--- src/rtl/sb_sched_pkg.sv ---
// Shared types for the sideband transaction scheduler: FSM states and the
// trans_sel encoding understood by the transactions generator and link control unit.
package sb_sched_pkg;

    typedef enum logic [1:0] {
        IDLE  = 2'd0,
        ISSUE = 2'd1,
        BUSY  = 2'd2,
        GAP   = 2'd3
    } sched_state_e;

    typedef enum logic [2:0] {
        TS_NONE   = 3'd0,
        TS_AT_CMD = 3'd2,
        TS_AT_RSP = 3'd3,
        TS_LT     = 3'd4
    } trans_sel_e;

endpackage

--- src/rtl/sb_timeout_cnt.sv ---
// Saturating timeout counter: clear forces zero, enable counts up to MAX and holds;
// expired is high while the count sits at MAX.
module sb_timeout_cnt #(
    parameter int MAX = 255
) (
    input  logic sb_clk,
    input  logic rst,
    input  logic clear,
    input  logic enable,
    output logic expired
);

    localparam int W = (MAX > 0) ? $clog2(MAX + 1) : 1;

    logic [W-1:0] cnt_q;
    logic [W-1:0] cnt_d;

    always_comb begin
        cnt_d = cnt_q;
        if (clear) begin
            cnt_d = '0;
        end else if (enable && (cnt_q != W'(MAX))) begin
            cnt_d = cnt_q + W'(1);
        end
    end

    always_ff @(posedge sb_clk or negedge rst) begin
        if (!rst) begin
            cnt_q <= '0;
        end else begin
            cnt_q <= cnt_d;
        end
    end

    assign expired = (cnt_q == W'(MAX));

endmodule

--- src/rtl/sb_trans_scheduler.sv ---
// Sideband transaction scheduler: arbitrates AT response / LT / AT command requests and
// tracks the outstanding AT command. Define SB_AT_RETRY_EN to re-send on response timeout.
module sb_trans_scheduler
    import sb_sched_pkg::*;
#(
    parameter int BUSY_TO   = 255,
    parameter int RSP_TO    = 1000,
    parameter int MAX_RETRY = 2,
    parameter int GAP_CYC   = 2
) (
    input  logic       sb_clk,
    input  logic       rst,
    input  logic       lt_req,
    input  logic       at_cmd_req,
    input  logic [7:0] at_cmd_addr,
    input  logic       at_rsp_req,
    input  logic [7:0] at_rsp_addr,
    input  logic       at_rsp_rcvd,
    input  logic       trans_sent,
    input  logic       disconnected_s,
    output logic [2:0] trans_sel,
    output logic [7:0] control_unit_data,
    output logic       lt_done,
    output logic       at_cmd_done,
    output logic       at_rsp_done,
    output logic       at_cmd_err,
    output logic       busy_err,
    output logic       sched_busy
);

`ifdef SB_AT_RETRY_EN
    localparam bit RETRY_ENABLED = 1'b1;
`else
    localparam bit RETRY_ENABLED = 1'b0;
`endif
    // With retry disabled the limit collapses to zero, so the first timeout is fatal.
    localparam int RETRY_LIMIT = RETRY_ENABLED ? MAX_RETRY : 0;
    localparam int RW = (MAX_RETRY > 0) ? $clog2(MAX_RETRY + 1) : 1;
    localparam int GW = (GAP_CYC > 0) ? $clog2(GAP_CYC + 1) : 1;

    sched_state_e   state_q, state_d;
    trans_sel_e     trans_sel_q, trans_sel_d;
    trans_sel_e     owner_q, owner_d;
    logic [7:0]     data_q, data_d;
    logic [7:0]     cmd_addr_q, cmd_addr_d;
    logic [GW-1:0]  gap_q, gap_d;
    logic [RW-1:0]  retry_q, retry_d;
    logic           outstanding_q, outstanding_d;
    logic           lt_done_q, lt_done_d;
    logic           at_cmd_done_q, at_cmd_done_d;
    logic           at_rsp_done_q, at_rsp_done_d;
    logic           at_cmd_err_q, at_cmd_err_d;
    logic           busy_err_q, busy_err_d;
    logic           sched_busy_q, sched_busy_d;
    logic           busy_expired;
    logic           rsp_expired;

    sb_timeout_cnt #(.MAX(BUSY_TO)) u_busy_to (
        .sb_clk  (sb_clk),
        .rst     (rst),
        .clear   ((state_q != BUSY) || disconnected_s),
        .enable  (state_q == BUSY),
        .expired (busy_expired)
    );

    sb_timeout_cnt #(.MAX(RSP_TO)) u_rsp_to (
        .sb_clk  (sb_clk),
        .rst     (rst),
        .clear   (!outstanding_q || disconnected_s),
        .enable  (outstanding_q),
        .expired (rsp_expired)
    );

    always_comb begin
        state_d       = state_q;
        trans_sel_d   = TS_NONE;
        owner_d       = owner_q;
        data_d        = data_q;
        cmd_addr_d    = cmd_addr_q;
        gap_d         = gap_q;
        retry_d       = retry_q;
        outstanding_d = outstanding_q;
        lt_done_d     = 1'b0;
        at_cmd_done_d = 1'b0;
        at_rsp_done_d = 1'b0;
        at_cmd_err_d  = 1'b0;
        busy_err_d    = 1'b0;

        // Response tracking runs alongside the FSM; a response beats a same-cycle timeout.
        if (outstanding_q) begin
            if (at_rsp_rcvd) begin
                at_cmd_done_d = 1'b1;
                outstanding_d = 1'b0;
                retry_d       = '0;
            end else if (rsp_expired) begin
                outstanding_d = 1'b0;
                if (retry_q != RW'(RETRY_LIMIT)) begin
                    retry_d = retry_q + RW'(1);
                end else begin
                    at_cmd_err_d = 1'b1;
                    retry_d      = '0;
                end
            end
        end else if (!at_cmd_req) begin
            retry_d = '0;
        end

        case (state_q)
            IDLE: begin
                // Done/err pulses still visible this cycle mask the requester that has not yet dropped.
                if (!disconnected_s) begin
                    if (at_rsp_req && !at_rsp_done_q) begin
                        state_d     = ISSUE;
                        trans_sel_d = TS_AT_RSP;
                        owner_d     = TS_AT_RSP;
                        data_d      = at_rsp_addr;
                    end else if (lt_req && !lt_done_q) begin
                        state_d     = ISSUE;
                        trans_sel_d = TS_LT;
                        owner_d     = TS_LT;
                        data_d      = 8'h00;
                    end else if (at_cmd_req && !outstanding_q && !at_cmd_done_q && !at_cmd_err_q) begin
                        state_d     = ISSUE;
                        trans_sel_d = TS_AT_CMD;
                        owner_d     = TS_AT_CMD;
                        data_d      = (retry_q != '0) ? cmd_addr_q : at_cmd_addr;
                        cmd_addr_d  = data_d;
                    end
                end
            end
            ISSUE: begin
                state_d = BUSY;
            end
            BUSY: begin
                if (trans_sent || busy_expired) begin
                    state_d = (GAP_CYC == 0) ? IDLE : GAP;
                    gap_d   = '0;
                    if (trans_sent) begin
                        case (owner_q)
                            TS_LT:     lt_done_d     = 1'b1;
                            TS_AT_RSP: at_rsp_done_d = 1'b1;
                            TS_AT_CMD: outstanding_d = 1'b1;
                            default:   ;
                        endcase
                    end else begin
                        busy_err_d = 1'b1;
                    end
                end
            end
            GAP: begin
                if (gap_q == GW'(GAP_CYC - 1)) begin
                    state_d = IDLE;
                end else begin
                    gap_d = gap_q + GW'(1);
                end
            end
            default: state_d = IDLE;
        endcase

        if (disconnected_s) begin
            state_d       = IDLE;
            trans_sel_d   = TS_NONE;
            outstanding_d = 1'b0;
            retry_d       = '0;
            lt_done_d     = 1'b0;
            at_cmd_done_d = 1'b0;
            at_rsp_done_d = 1'b0;
            at_cmd_err_d  = 1'b0;
            busy_err_d    = 1'b0;
        end

        sched_busy_d = (state_d != IDLE);
    end

    always_ff @(posedge sb_clk or negedge rst) begin
        if (!rst) begin
            state_q       <= IDLE;
            trans_sel_q   <= TS_NONE;
            owner_q       <= TS_NONE;
            data_q        <= 8'h00;
            cmd_addr_q    <= 8'h00;
            gap_q         <= '0;
            retry_q       <= '0;
            outstanding_q <= 1'b0;
            lt_done_q     <= 1'b0;
            at_cmd_done_q <= 1'b0;
            at_rsp_done_q <= 1'b0;
            at_cmd_err_q  <= 1'b0;
            busy_err_q    <= 1'b0;
            sched_busy_q  <= 1'b0;
        end else begin
            state_q       <= state_d;
            trans_sel_q   <= trans_sel_d;
            owner_q       <= owner_d;
            data_q        <= data_d;
            cmd_addr_q    <= cmd_addr_d;
            gap_q         <= gap_d;
            retry_q       <= retry_d;
            outstanding_q <= outstanding_d;
            lt_done_q     <= lt_done_d;
            at_cmd_done_q <= at_cmd_done_d;
            at_rsp_done_q <= at_rsp_done_d;
            at_cmd_err_q  <= at_cmd_err_d;
            busy_err_q    <= busy_err_d;
            sched_busy_q  <= sched_busy_d;
        end
    end

    assign trans_sel         = trans_sel_q;
    assign control_unit_data = data_q;
    assign lt_done           = lt_done_q;
    assign at_cmd_done       = at_cmd_done_q;
    assign at_rsp_done       = at_rsp_done_q;
    assign at_cmd_err        = at_cmd_err_q;
    assign busy_err          = busy_err_q;
    assign sched_busy        = sched_busy_q;

endmodule

--- config.mk ---
export PLATFORM = sky130hd
export DESIGN_NAME = sb_trans_scheduler
export DESIGN_NICKNAME = d
export VERILOG_FILES = /design/src/rtl/sb_sched_pkg.sv /design/src/rtl/sb_timeout_cnt.sv /design/src/rtl/sb_trans_scheduler.sv
export SDC_FILE = /design/constraint.sdc
export NUM_CORES = 1
export LEC_CHECK = 0
export CAP_MARGIN = 30
export CELL_PAD_IN_SITES_DETAIL_PLACEMENT = 1
export CELL_PAD_IN_SITES_GLOBAL_PLACEMENT = 1
export CORE_MARGIN = 2
export CORE_UTILIZATION = 25
export DETAILED_ROUTE_END_ITERATION = 10
export GPL_TIMING_DRIVEN = 0
export PLACE_DENSITY = 0.55
export SYNTH_ARGS = -nofsm -noshare
export SYNTH_HDL_FRONTEND = slang
export SYNTH_SLANG_ARGS = --single-unit
--- constraint.sdc ---
create_clock -name sb_clk -period 2.3 [get_ports sb_clk]
set_clock_uncertainty 0.1 [all_clocks]
set_input_delay 0.46 -clock sb_clk [delete_from_list [all_inputs] [get_ports sb_clk]]
set_output_delay 0.46 -clock sb_clk [all_outputs]
set_load 0.03 [all_outputs]
# Word level (Yosys, flattened, before mapping)
# Index checks and enable logic that the tools add are counted.
[op_classes] n_addsub=4 reduce_logical=26 n_mux=62 bitwise_logic=3 eq_ne=16
[ops] operator="8-bit two-way mux" count=6
[ops] operator="1-bit two-way mux" count=30
[ops] operator="2-bit two-way mux" count=15
[ops] operator="3-bit two-way mux" count=7
[ops] operator="10-bit two-way mux" count=2
[ops] operator="10-bit by 1-bit adder with 10-bit output, second input constant" count=1
[ops] operator="10-bit equality test, second input constant" count=1
[ops] operator="10-bit inequality test, second input constant" count=1
[ops] operator="2-bit nonzero test" count=5
[ops] operator="8-bit by 1-bit adder with 8-bit output, second input constant" count=1
[ops] operator="8-bit equality test, second input constant" count=1
[ops] operator="8-bit inequality test, second input constant" count=1
[ops] operator="2-bit one-hot mux with 4 select lines" count=1
[ops] operator="1-bit logical AND" count=7
[ops] operator="3-bit by 2-bit equality test with 1-bit output, second input constant" count=2
[ops] operator="2-bit inequality test, second input constant" count=3
[ops] operator="3-bit AND reduction" count=2
[ops] operator="1-bit logical NOT" count=5
[ops] operator="5-bit AND reduction" count=1
[ops] operator="2-bit by 1-bit adder with 2-bit output, second input constant" count=2
[ops] operator="2-bit by 1-bit equality test with 1-bit output, second input constant" count=2
[ops] operator="2-bit equality test, second input constant" count=2
[ops] operator="4-bit by 3-bit inequality test with 1-bit output, second input constant" count=1
[ops] operator="2-bit one-hot mux with 2 select lines" count=1
[ops] operator="7 further kinds" count=11
[word_totals] output_inout_bits=17 wordCells=127 ff_bits=53 input_bits=24

# Logic depth before layout (Yosys ltp)
[depth] word_depth=10 depth_mapped=7 mapped_depth_nobuf=6

# By module
# A second synthesis with hierarchy kept.
[hier_totals] hier_cells=260 area_unflattened_um2=2773.9
[modules_own_cells] module="sb_trans_scheduler" area_per_inst_um2=1697.9 seq_area_each_um2=875.8 cells_per_inst=148 instances=1
[modules_own_cells] module="sb_timeout_cnt at u_rsp_to" area_per_inst_um2=606.8 seq_area_each_um2=250.2 cells_per_inst=65 instances=1
[modules_own_cells] module="sb_timeout_cnt at u_busy_to" area_per_inst_um2=469.2 seq_area_each_um2=200.2 cells_per_inst=47 instances=1

# Worst setup path before layout
# Ideal clock, no wire load.
[synth_path] path_kind="register -> register" start="register at_cmd_done_q, in the netlist at_cmd_done" end="register cmd_addr_q[0]" path_slack_ns=0.358 path_stages_with_launch=6 required_ns=2.075 period_less_slack_ns=1.942 t_arrival_ns=1.717 cell_sequence="dfrtp_1 or4b_4 buf_6 nor2_8 nand3_4 mux2_4"
[synth_between] elab_chain_len=4
[synth_lines] element="start: declaration" line="sb_trans_scheduler.sv:50" text="logic at_cmd_done_q, at_cmd_done_d;"
[synth_lines] element="start signal: assignment" line="sb_trans_scheduler.sv:201" text="at_cmd_done_q <= at_cmd_done_d;"
[synth_lines] element="1-bit logical NOT" line="sb_trans_scheduler.sv:122" text="end else if (at_cmd_req && !outstanding_q && !at_cmd_done_q && !at_cmd_err_q) begin"
[synth_lines] element="1-bit logical AND (2 in a row)" line="sb_trans_scheduler.sv:122"
[synth_lines] element="5-bit AND reduction (no source line)"
[synth_lines] element="end signal: assignment" line="sb_trans_scheduler.sv:196" text="cmd_addr_q <= cmd_addr_d;"
[synth_lines] element="end: declaration" line="sb_trans_scheduler.sv:45" text="logic [7:0] cmd_addr_q, cmd_addr_d;"
# No other way between the ends.
# A chain may end at the register's enable or synchronous reset.

# Final worst setup path
[layout_path] start="input at_cmd_req" end="register owner_q[0]"
[layout_between] elab_chain_len=5
[layout_lines] element="start: declaration" line="sb_trans_scheduler.sv:14" text="input logic at_cmd_req,"
[layout_lines] element="1-bit logical AND (3 in a row)" line="sb_trans_scheduler.sv:122"
[layout_lines] element="3-bit nonzero test (no source line)"
[layout_lines] element="3-bit AND reduction (no source line)"
[layout_lines] element="end signal: assignment" line="sb_trans_scheduler.sv:194" text="owner_q <= owner_d;"
[layout_lines] element="end: declaration" line="sb_trans_scheduler.sv:43" text="trans_sel_e owner_q, owner_d;"
# No other way between the ends.

==> metrics.md <==
| Metric | Value |
|---|---|
| Flop2flop setup slack | `about 0.18 ns` |
| Net Count, Synth | `258` |
| Power density over cell area | `756 nW/um^2` |
| Maximum buffer depth of the clock tree | `2` |
| Number of vias per cell | `roughly 4.6` |
| Wire length after detailed routing | `~6100 um` |
| Final antenna-violating net count | `0` |
| Ratio of cells with drive above 1 in the final layout | `0.152` |
| Total die area | `11,300 sq um` |
| Row Count | `37` |
| DRC Markers | `0` |
| Total negative slack | `0 ns` |
| Number of optimization iterations in the first detailed-route pass | `5` |
| Post-layout min period | `2.14 ns` |
| Number of hold buffers added after cts | `0` |
| Total setup violations reported at the end of the flow | `0` |
| Cell class contributing the biggest share of worst-path delay | `buffers and inverters` |
| Post CTS Setup Buffer Count | `0` |
| FMAX | `467 MHz` |
| Metal2 WL | `between 2000 and 3000 um` |
| Synth Register Bits | `53` |
| Number of ports placed on the die boundary | `between 40 and 50` |
| Critical path buffers and inverters | `2` |
| Post-synthesis instance area | `2610 sq um` |
| Post-route met1 wirelength | `3010 um` |
| Biggest fanout along the worst timing path | `10` |
| Syn_area_per_cell | `roughly 11 sq um` |
| Syn-to-layout area delta | `25.7%` |
| Largest net degree at the start of global routing | `28` |
| Smallest hold slack | `0.0810 ns` |
| Top_reg_cell synth | `sky130_fd_sc_hd__dfrtp_1` |
| Clock sinks | `53` |
| Detailed route wirelength on metal3 | `173 um` |
| Number of max-capacitance violations reported | `0` |
| RSZ-0062 raised after global routing | `no` |
| Total number of H-tree levels | `2` |
| Clock Pin Slew Worst Setup and Hold Paths | `0.09 ns` |
| Top library cells by usage in the layout, fill and taps aside | `sky130_fd_sc_hd__dfrtp_1, sky130_fd_sc_hd__clkdlybuf4s50_1, sky130_fd_sc_hd__nor2_1` |
| Root buffer cell | `sky130_fd_sc_hd__clkbuf_8` |
| Period Utilization, post-route | `0.932` |
| Total CTS buffers | `5` |
| Post-synthesis sequential area ratio | `0.508` |
| Routed length per instance | `~15 um` |
| Most common cell after layout, fill and taps aside | `sky130_fd_sc_hd__dfrtp_1` |
| FF-to-FF End | `retry_q[0]` |
| Worst R2R Path Depth | `7` |
| Hpwl dp | `4480 um` |
| Cell total after placement | `around 400` |
| Post-synth ARST share | `1.00` |
| CP Depth | `5` |
| Max Slew Vio Count | `0` |
| Critical Path Sink Type | `register` |
| Floorplan core area | `10,200 sq um` |
| Type of the worst min-delay path | `in2async` |
| Launch point of the worst path | `at_cmd_req` |
| Count of vias placed by the detailed router | `1,884` |
| Worst stage delay on the critical path | `0.48 ns` |
| Type of the worst setup path | `in2reg` |
| Peak supply drop | `250 uV` |
| Initial Util | `0.255` |
| Count of input and output buffers | `40` |
| Final cell utilization of the core | `0.321` |
| Clock latency on the worst-skew pair | `0.30 ns` |
| Number of distinct library cells after synthesis | `50` |
| Required arrival time at the worst endpoint | `2.36 ns` |
| Gate count of the mapped netlist | `228` |
| Detailed Route Iter0 Violations | `41` |
| Synth warn | `0` |
| Run status | `complete, no violations` |
| Post-cts gate resize count | `0` |
| Worst Setup Start Kind | `input pin` |
| Least-Margin Pin Slew | `around 0.67 ns` |
| Horizontal die dimension | `106 um` |
| TritonCTS clock tree | `yes` |
| Via count of the first global-routing pass | `2,016` |
| Final layout net count | `306` |
| Initial antenna violation count | `0` |
| Number of synthesized flops with an enable pin | `0` |
| Global-route wire length before repair | `10,400 um` |
| Critical-path top delay cell | `sky130_fd_sc_hd__clkdlybuf4s50_1` |
| Leftover overflow at the end of global routing | `0` |
| Number of endpoints with negative hold slack in the final report | `0` |
| Antenna Cells | `0` |
| Chip Height | `106 um` |
| Ordered list of cells on the worst path | `clkdlybuf4s50_1, or4b_4, buf_6, a31oi_2, o22ai_1` |
| Placer's final routability congestion estimate | `0.706` |
| Endpoint arrival time on the critical path | `2.20 ns` |
| Standby leakage power | `1.39 nW` |
| Top routing layer used | `met4` |
| Launch point of the worst reg-to-reg path | `u_rsp_to.cnt_q[0]` |
| Layout Cells excl Fill | `between 400 and 500` |
| Slew margin rel. | `0.554` |
| Global Route Usage Sum | `0.116` |
==> cells by family after synthesis <==
group / after synthesis / synth area share
buffers and inverters: 17 / 0.0369
muxes: 18 / 0.0877
adders and majority gates: 6 / 0.0287
AOI/OAI and AO/OA: 35 / 0.120
DFF: 53 / 0.508
xor gates and xnor gates: 10 / 0.0335
and+or+nand+nor: 89 / 0.185
==> cells in the mapped netlist (5+ instances only) <==
cell type,number,share of area
sky130_fd_sc_hd__nand2_1,12,0.017
sky130_fd_sc_hd__nand2b_1,6,0.014
sky130_fd_sc_hd__nor2_1,35,0.050
sky130_fd_sc_hd__dfrtp_1,53,0.51
sky130_fd_sc_hd__nand3_1,6,0.012
sky130_fd_sc_hd__mux2_4,8,0.046
sky130_fd_sc_hd__mux2_2,7,0.030
sky130_fd_sc_hd__a221oi_2,7,0.040
sky130_fd_sc_hd__nor3_1,5,0.0096
sky130_fd_sc_hd__inv_1,7,0.010
sky130_fd_sc_hd__ha_1,6,0.029
sky130_fd_sc_hd__xor2_1,7,0.023
==> where the power goes <==
part / total (W) / leakage [nW] / internal, W / switching [W]
clock network: 0.000540 / 0.0443 / 0.000240 / 0.000300
logic: 0.000742 / 0.653 / 0.000363 / 0.000378
registers: 0.00120 / 0.692 / 0.00110 / 0.000102
==> per-stage QoR <==
step           setup WS [ns]  total power, W  cell area, sq um
2_1_floorplan          0.358         0.00167              2610
3_3_place_gp           -1.16         0.00195              3180
3_5_place_dp          -0.211         0.00198              3200
4_1_cts                0.101         0.00253              3280
5_1_grt               0.0150         0.00263              3280
6_report               0.157         0.00248              3280
==> state kept, by name, indices dropped and copies added, names as in the netlist <==
register,flops
u_rsp_to.cnt_q,10
cmd_addr_q,8
control_unit_data,8
u_busy_to.cnt_q,8
owner_q,3
trans_sel,3
gap_q,2
retry_q,2
state_q,2
at_cmd_done,1
at_cmd_err,1
at_rsp_done,1
busy_err,1
lt_done,1
outstanding_q,1
sched_busy,1
==> routing by layer <==
layer | GRT usage | vias up
met3 | 0.0215 | 4
met5 | 0 | -
met1 | 0.161 | 944
met4 | 0.0254 | 0
met2 | 0.189 | 22
li1 | - | 914
==> layout make-up <==
cell class	instances	area (sq um)
Sequential cell	53	1330
Fill cell	1145	6950
Tap cell	136	170
Buffer	10	70.1
Multi-Input combinational cell	158	1190
Clock buffer	7	86.3
Inverter	7	26.3
Timing Repair Buffer	41	415
==> how the worst max path moves through the flow <==
stage	to	slack (ns)
6_report	owner_q[0]	0.16
5_1_grt	retry_q[0]	0.02
4_1_cts	owner_q[0]	0.10
3_5_place_dp	owner_q[0]	-0.21
3_3_place_gp	u_busy_to.cnt_q[4]	-1.16
2_1_floorplan	cmd_addr_q[0]	0.36
Power figures use the tool's default switching activity.
